===== src/rtl/dm_port_arbiter.sv =====
// dm_port_arbiter
//   Shares the single data-memory port between the core (priority requester)
//   and a DMA/host loader. A DMA requester that is denied MAX_WAIT cycles in a
//   row gets one forced slot. Write data is presented on bc_dt one cycle after
//   the write command, because the memory commits at command+1. Read data
//   returns one cycle after the read command and is steered by an owner tag.
//
// Ports
//   clk, rst_n                    clock, synchronous active-low reset
//   core_dm_cslt/wrb/add/wdata    core request (held while core_stall=1)
//   core_stall                    core request not taken this cycle
//   core_rd_valid/core_rd_data    core read return
//   dma_req/wrb/add/wdata         DMA request (held until dma_gnt)
//   dma_gnt                       DMA request taken this cycle
//   dma_rd_valid/dma_rd_data      DMA read return
//   ps_dm_cslt/ps_dm_wrb          memory chip select / write strobe
//   dg_dm_add                     memory address
//   bc_dt                         memory write / bypass data
//   dm_bc_dt                      memory read data (registered in memory)
module dm_port_arbiter #(
    parameter int DMA_SIZE = 17,
    parameter int DMD_SIZE = 16,
    parameter int MAX_WAIT = 8,
    parameter int WAIT_W   = 4
) (
    input  logic                clk,
    input  logic                rst_n,
    input  logic                core_dm_cslt,
    input  logic                core_dm_wrb,
    input  logic [DMA_SIZE-1:0] core_dm_add,
    input  logic [DMD_SIZE-1:0] core_dm_wdata,
    output logic                core_stall,
    output logic                core_rd_valid,
    output logic [DMD_SIZE-1:0] core_rd_data,
    input  logic                dma_req,
    input  logic                dma_wrb,
    input  logic [DMA_SIZE-1:0] dma_add,
    input  logic [DMD_SIZE-1:0] dma_wdata,
    output logic                dma_gnt,
    output logic                dma_rd_valid,
    output logic [DMD_SIZE-1:0] dma_rd_data,
    output logic                ps_dm_cslt,
    output logic                ps_dm_wrb,
    output logic [DMA_SIZE-1:0] dg_dm_add,
    output logic [DMD_SIZE-1:0] bc_dt,
    input  logic [DMD_SIZE-1:0] dm_bc_dt
);

    typedef enum logic [1:0] {
        OP_IDLE = 2'd0,
        OP_RD   = 2'd1,
        OP_WR   = 2'd2
    } op_e;

    localparam logic [WAIT_W-1:0] WAIT_MAX = WAIT_W'(MAX_WAIT);
    localparam logic [WAIT_W-1:0] WAIT_ONE = WAIT_W'(1);

    logic [WAIT_W-1:0]   wait_cnt_q, wait_cnt_d;
    op_e                 prev_op_q,  prev_op_d;
    logic [DMD_SIZE-1:0] wdata_q;
    logic [DMD_SIZE-1:0] shadow_q;
    logic [DMA_SIZE-1:0] add_q;
    logic                core_rd_q, dma_rd_q;

    logic                force_dma, sel_core, sel_dma, cmd, cmd_wrb;
    logic [DMA_SIZE-1:0] cmd_add;
    logic [DMD_SIZE-1:0] cmd_wdata;
    logic [DMD_SIZE-1:0] bc_mux;

    // Selection: a forced DMA slot overrides the core, otherwise core first.
    always_comb begin
        force_dma = dma_req && (wait_cnt_q == WAIT_MAX);
        sel_dma   = force_dma || (!core_dm_cslt && dma_req);
        sel_core  = !force_dma && core_dm_cslt;
        cmd       = sel_dma || sel_core;
        cmd_wrb   = sel_dma ? dma_wrb   : core_dm_wrb;
        cmd_add   = sel_dma ? dma_add   : core_dm_add;
        cmd_wdata = sel_dma ? dma_wdata : core_dm_wdata;
    end

    // bc_dt always reflects the current contents of the address the memory
    // latched last cycle, so its previous-address bypass returns fresh data.
    always_comb begin
        bc_mux = shadow_q;
        case (prev_op_q)
            OP_WR:   bc_mux = wdata_q;
            OP_RD:   bc_mux = dm_bc_dt;
            default: bc_mux = shadow_q;
        endcase
    end

    always_comb begin
        wait_cnt_d = '0;
        if (dma_req && !sel_dma)
            wait_cnt_d = (wait_cnt_q == WAIT_MAX) ? WAIT_MAX : wait_cnt_q + WAIT_ONE;
        prev_op_d = !cmd ? OP_IDLE : (cmd_wrb ? OP_WR : OP_RD);
    end

    // Outputs are forced quiet while reset is asserted.
    always_comb begin
        ps_dm_cslt    = rst_n && cmd;
        ps_dm_wrb     = rst_n && cmd && cmd_wrb;
        dma_gnt       = rst_n && sel_dma;
        core_stall    = rst_n && force_dma && core_dm_cslt;
        dg_dm_add     = !rst_n ? '0 : (cmd ? cmd_add : add_q);
        bc_dt         = rst_n ? bc_mux : '0;
        core_rd_valid = rst_n && core_rd_q;
        dma_rd_valid  = rst_n && dma_rd_q;
        core_rd_data  = core_rd_valid ? dm_bc_dt : '0;
        dma_rd_data   = dma_rd_valid  ? dm_bc_dt : '0;
    end

    always_ff @(posedge clk) begin
        if (!rst_n) begin
            wait_cnt_q <= '0;
            prev_op_q  <= OP_IDLE;
            wdata_q    <= '0;
            shadow_q   <= '0;
            add_q      <= '0;
            core_rd_q  <= 1'b0;
            dma_rd_q   <= 1'b0;
        end else begin
            wait_cnt_q <= wait_cnt_d;
            prev_op_q  <= prev_op_d;
            shadow_q   <= bc_dt;
            if (cmd && cmd_wrb) wdata_q <= cmd_wdata;
            if (cmd)            add_q   <= cmd_add;
            core_rd_q  <= sel_core && !core_dm_wrb;
            dma_rd_q   <= sel_dma && !dma_wrb;
        end
    end

endmodule


===== config.mk =====
export PLATFORM = sky130hd
export DESIGN_NAME = dm_port_arbiter
export DESIGN_NICKNAME = d
export VERILOG_FILES = /design/src/rtl/dm_port_arbiter.sv
export SDC_FILE = /design/constraint.sdc
export NUM_CORES = 1
export LEC_CHECK = 0
export ABC_CLOCK_PERIOD_IN_PS = 1700
export BUFFER_PORTS_ARGS = -buffer_cell sky130_fd_sc_hd__buf_2
export CORE_ASPECT_RATIO = 0.7
export CORE_MARGIN = 5
export CORE_UTILIZATION = 41
export CTS_CLUSTER_DIAMETER = 80
export DETAILED_ROUTE_END_ITERATION = 8
export HOLD_SLACK_MARGIN = 0.12
export PLACE_DENSITY_LB_ADDON = 0.12
export SLEW_MARGIN = 20
export SYNTH_ARGS = -nofsm -noshare
export SYNTH_HDL_FRONTEND = slang
export SYNTH_SLANG_ARGS = --single-unit

===== constraint.sdc =====
create_clock -name clk -period 1.7 [get_ports clk]
set_input_delay 0.255 -clock clk [delete_from_list [all_inputs] [get_ports clk]]
set_output_delay 0.255 -clock clk [all_outputs]
set_load 0.02 [all_outputs]

======== Yosys cells after proc, flatten, opt, wreduce, memory -nomap -nowiden ========
Index checks and enable logic that the tools add are counted.
word-level totals
  bits in registers ....................... 57
  input port bits ......................... 88
  output and inout port bits .............. 71
  logic and storage cells ................. 49
cells by class
  add/subtract/negate cells ............... 1
  equal/unequal tests ..................... 3
  muxes and demuxes ....................... 11
  bitwise logic cells ..................... 2
  reductions and logical operators ........ 24
operators with widths
  operator               count
  $mux W16               4
  $mux W17               3
  $pmux W16 S2           1
  $logic_and A1 B1 Y1    14
  $logic_not A1 Y1       5
  $add A4 B1 Y4 const B  1
  $eq A4 B4 Y1 const B   1
  $mux W4                1
  $reduce_and A2 Y1      2
  $reduce_or A3 Y1       1
  $eq A2 B1 Y1 const B   1
  $eq A2 B2 Y1 const B   1
  $logic_or A1 B1 Y1     2
  $mux W2                1
  $not A1 Y1             2
  $mux W1                1

======== Longest topological paths before layout ========
  depth in word-level cells ............... 7
  gate-level depth with buffers ........... 8
  gate-level depth less buffers ........... 6

======== Worst setup path before layout ========
OpenSTA, ideal clock, no wires.
  path kind ............................... reg-to-output
  start ................................... register wait_cnt_q[0]
  end ..................................... output dg_dm_add[10]
  data arrival time ....................... 1.788 ns
  required time ........................... 1.445 ns
  setup slack ............................. -0.343 ns
  stages on the path, launching flop included .. 9
  buffers on the path ..................... 2
  cells stage by stage .................... dfxtp_1 -> inv_1 -> ha_1 -> nand4b_4 -> o21ai_0 -> buf_4 -> buf_8 -> mux2i_1 -> o21ai_0
between the ends
  cells in the longest elaborated chain, start to end .. 7
  elaborated cells between the ends (all ways) .. 9
  those cells by class .................... eq/ne (1); mux (3); reduce/logical (5)
ends and longest elaborated chain
  element                     RTL line  RTL
  from (decl)                 58        logic [WAIT_W-1:0] wait_cnt_q, wait_cnt_d;
  from (signal assigned)      123       wait_cnt_q <= wait_cnt_d;
  $eq A4 B4 Y1 (*)            72        force_dma = dma_req && (wait_cnt_q == WAIT_MAX);
  $logic_and A1 B1 Y1 (*)     72
  $logic_not A1 Y1            74        sel_core = !force_dma && core_dm_cslt;
  $logic_and A1 B1 Y1         74
  $logic_or A1 B1 Y1          75        cmd = sel_dma || sel_core;
  $mux W17 (*) (2 in series)  -
  to (decl)                   44        output logic [DMA_SIZE-1:0] dg_dm_add,
Every way passes the cells marked *; elsewhere a longest branch is shown, timed or not.

======== Final worst setup path ========
  start ................................... register wait_cnt_q[1]
  end ..................................... output dg_dm_add[11]
The elaborated chain is that of the path after synthesis.

==> out/qor.yml <==
grtUsageTotal_pct: 20.5
hold_path_depth: 3
min_path_type: "input port to flop"
synth_nets: 430
synth_top_area_cell: "dfxtp_1"
slew_viol_final: 0
gp_congestion: 0.780
p_switching_w: 0.00102
ys_warn_count: 0
cts_tree: "yes"
fin_area_sq_mm: 0.00495
synth_seq_cells: 57
ant_nets: 0
antenna_found_initial: 0
vias: 3072
clockBufferDepth: 2
period_minus_slack_ns: 2.06
start_util_pct: 41.3
clk-insertion-delay-late_ns: 0.33
final_nets: 606
htree_levels: 3
synth.cell_area_sq_mm: 0.00297
grt_overflow_total: 0
met1_usage_pct: 27.7
max_freq_mhz: 485
postSynthCellCount: 338
wirelength_um: 9850
holdWs_ns: 0.214
tightest_slew_ns: 0.376
rows: 26
cts_root_buf: "clkbuf_8"
violations: "setup timing"
viasPerCell: 4.99
relSlewSlack_pct: 74.9
p_per_area_mw_per_mm2: 732
final_common_cell: "buf_2"
clock_skew_ns: 0.00804
max_cap_viol_count: 0
dp_hpwl_um: 6680
drive_above_1_share_pct: 61.2
use_met3_pct: 5.44
cp_max_fo: 13
cts_num_sinks: 57
numCtsBuffers: 9
crit_required_ns: 1.44
drc: 0
final_cell_mix: "130 x buf_2, 51 x dfxtp_1, 32 x and3_1, 32 x buf_6, 28 x mux2i_1"
end_kind: "output pin"
postPlaceCellArea_sq_mm: 0.00404
p_int_w: 0.00260
drt_iter0_markers: 117
fin_crit_sh_pct: 121
core_area_sq_mm: 0.00719
synth_top_area_share_pct: 38.4
crit_arrival_ns: 1.81
rsz0062_at_grt: "true"
area_growth_pct: 66.4
ir_drop_v: 0.000375
yosysSeqAreaShare_pct: 38.4
setup_slack_ns: -0.363
final.fill_count: 578
post_drt_wl_per_cell_um: 16.0
setup_viol: 36
die_w_um: 112
synth_cell_types: 31
grt_pass1_vias: 2948
outcome: "finished, violations left"
p_leak_nw: 2.42
num_io_pins: 159
grt_pass1_wl_um: 14900
avgSynthCellArea_sq_um: 8.79
seq_power_share_pct: 40.6
crit_path_start_kind: "flop"
grt_util_met2_pct: 32.7
die_h_um: 81.2
n_antenna_cell: 0
p_comb_share_pct: 25.1
clock_power_share_pct: 34.3
drt_first_pass_iters: 4
switching_share_pct: 28.2
grt_max_degree: 56
die-area_sq_mm: 0.00908
yosys-top-cells-area: "dfxtp_1 38%, mux2i_1 11%, and2_1 7.8%"
worstSetupPathType: "flop to output pin"
finalPower_w: 0.00362
top_usage_layer: "met2"
port_buffers: 158
clk_pin_slew_worst_paths_ns: 0.06
rr_worst_depth: 9
hold_violations: 0
==> layer usage <==
| metal | vias to the layer above | routed length (um) |
|---|---|---|
| met5 | - | 0 |
| met4 | 0 | 83 |
| met3 | 9 | 589 |
| met2 | 87 | 4770 |
| met1 | 1425 | 4400 |
| li1 | 1551 | - |
==> worst paths after layout <==
kind	startpoint	endpoint	slack, ns
min reg2reg	add_q[8]	add_q[8]	0.44
max	wait_cnt_q[1]	dg_dm_add[11]	-0.36
max reg2reg	wait_cnt_q[1]	prev_op_q[0]	-0.04
min	core_dm_add[8]	add_q[8]	0.21
==> critical path: stages, from the launching register on <==
cell and delay, ns:
dfxtp_2 0.32, inv_2 0.06, ha_4 0.15, nand4b_4 0.16, o21ai_4 0.13, buf_12 0.19, mux2i_1 0.24, o21ai_2 0.10
buf_6 0.13
==> per-stage QoR <==
step	cells	setup slack, ns	setup TNS (ns)	util (%)
global placement	589	-0.0194	-0.0566	56.2
detailed placement	589	-0.0536	-0.443	56.2
floorplan	338	0.0191	0	-
finish	616	-0.363	-9.75	68.8
global route	616	-0.484	-12.81	68.8
CTS	615	-0.391	-10.34	66.5
==> registers in the layout, summed over array words and instances, names as in the netlist <==
register	count
core_rd_q	1
wdata_q	16
dma_rd_q	1
add_q	17
prev_op_q	2
shadow_q	16
wait_cnt_q	4
==> power groups by stage <==
| stage | Clock (W) | Sequential, W | Combinational, W |
|---|---|---|---|
| 2_1_floorplan | 0 | 0.00147 | 0.000401 |
| 3_3_place_gp | 0 | 0.00148 | 0.000652 |
| 3_5_place_dp | 0 | 0.00148 | 0.000661 |
| 4_1_cts | 0.00127 | 0.00146 | 0.000848 |
| 5_1_grt | 0.00134 | 0.00148 | 0.000968 |
| 6_report | 0.00124 | 0.00147 | 0.000909 |
==> logic make-up (layout without fill, tap and decap cells) <==
family	after synthesis	count (layout)	synth area share, %
XOR/XNOR	2	2	0.590
AO/OA/AOI/OAI	84	84	18.2
multiplexers	35	35	12.3
AND/OR/NAND/NOR	120	120	22.3
flip-flops	57	57	38.4
adder cells (fa/ha/maj)	4	4	1.68
buffers and inverters	36	216	6.57
==> layout make-up <==
class / count / area, sq um / area share [%]
clock buffer: 12 / 155 / 3.14
clock inverter: 3 / 40.0 / 0.810
inverter: 7 / 26.3 / 0.531
multi-input combinational: 245 / 2070 / 41.9
sequential: 57 / 1150 / 23.3
tap: 98 / 123 / 2.48
timing repair buffer: 194 / 1380 / 27.9
==> repair_timing <==
action	4_1_cts	5_1_grt
hold endpoints to repair	2	0
hold buffers	2	0
pin swaps	20	8
buffers inserted	6	3
cloned	3	0
resized for setup	132	41
setup endpoints to repair	35	71
==> cell usage after synthesis (all sizes together) <==
cell type / number
o2111ai: 1
and3: 32
xnor2: 1
inv: 7
a21oi: 16
nor3b: 2
clkbuf: 21
o31ai: 16
xor2: 1
o21ai: 35
and2: 37
nor2: 7
nand2: 38
or2: 1
nand4b: 1
buf: 8
nand3: 1
dfxtp: 57
nor2b: 1
mux2i: 34
ha: 4
mux2: 1
a22oi: 16
Note: power is estimated with default switching activity, not from simulation.
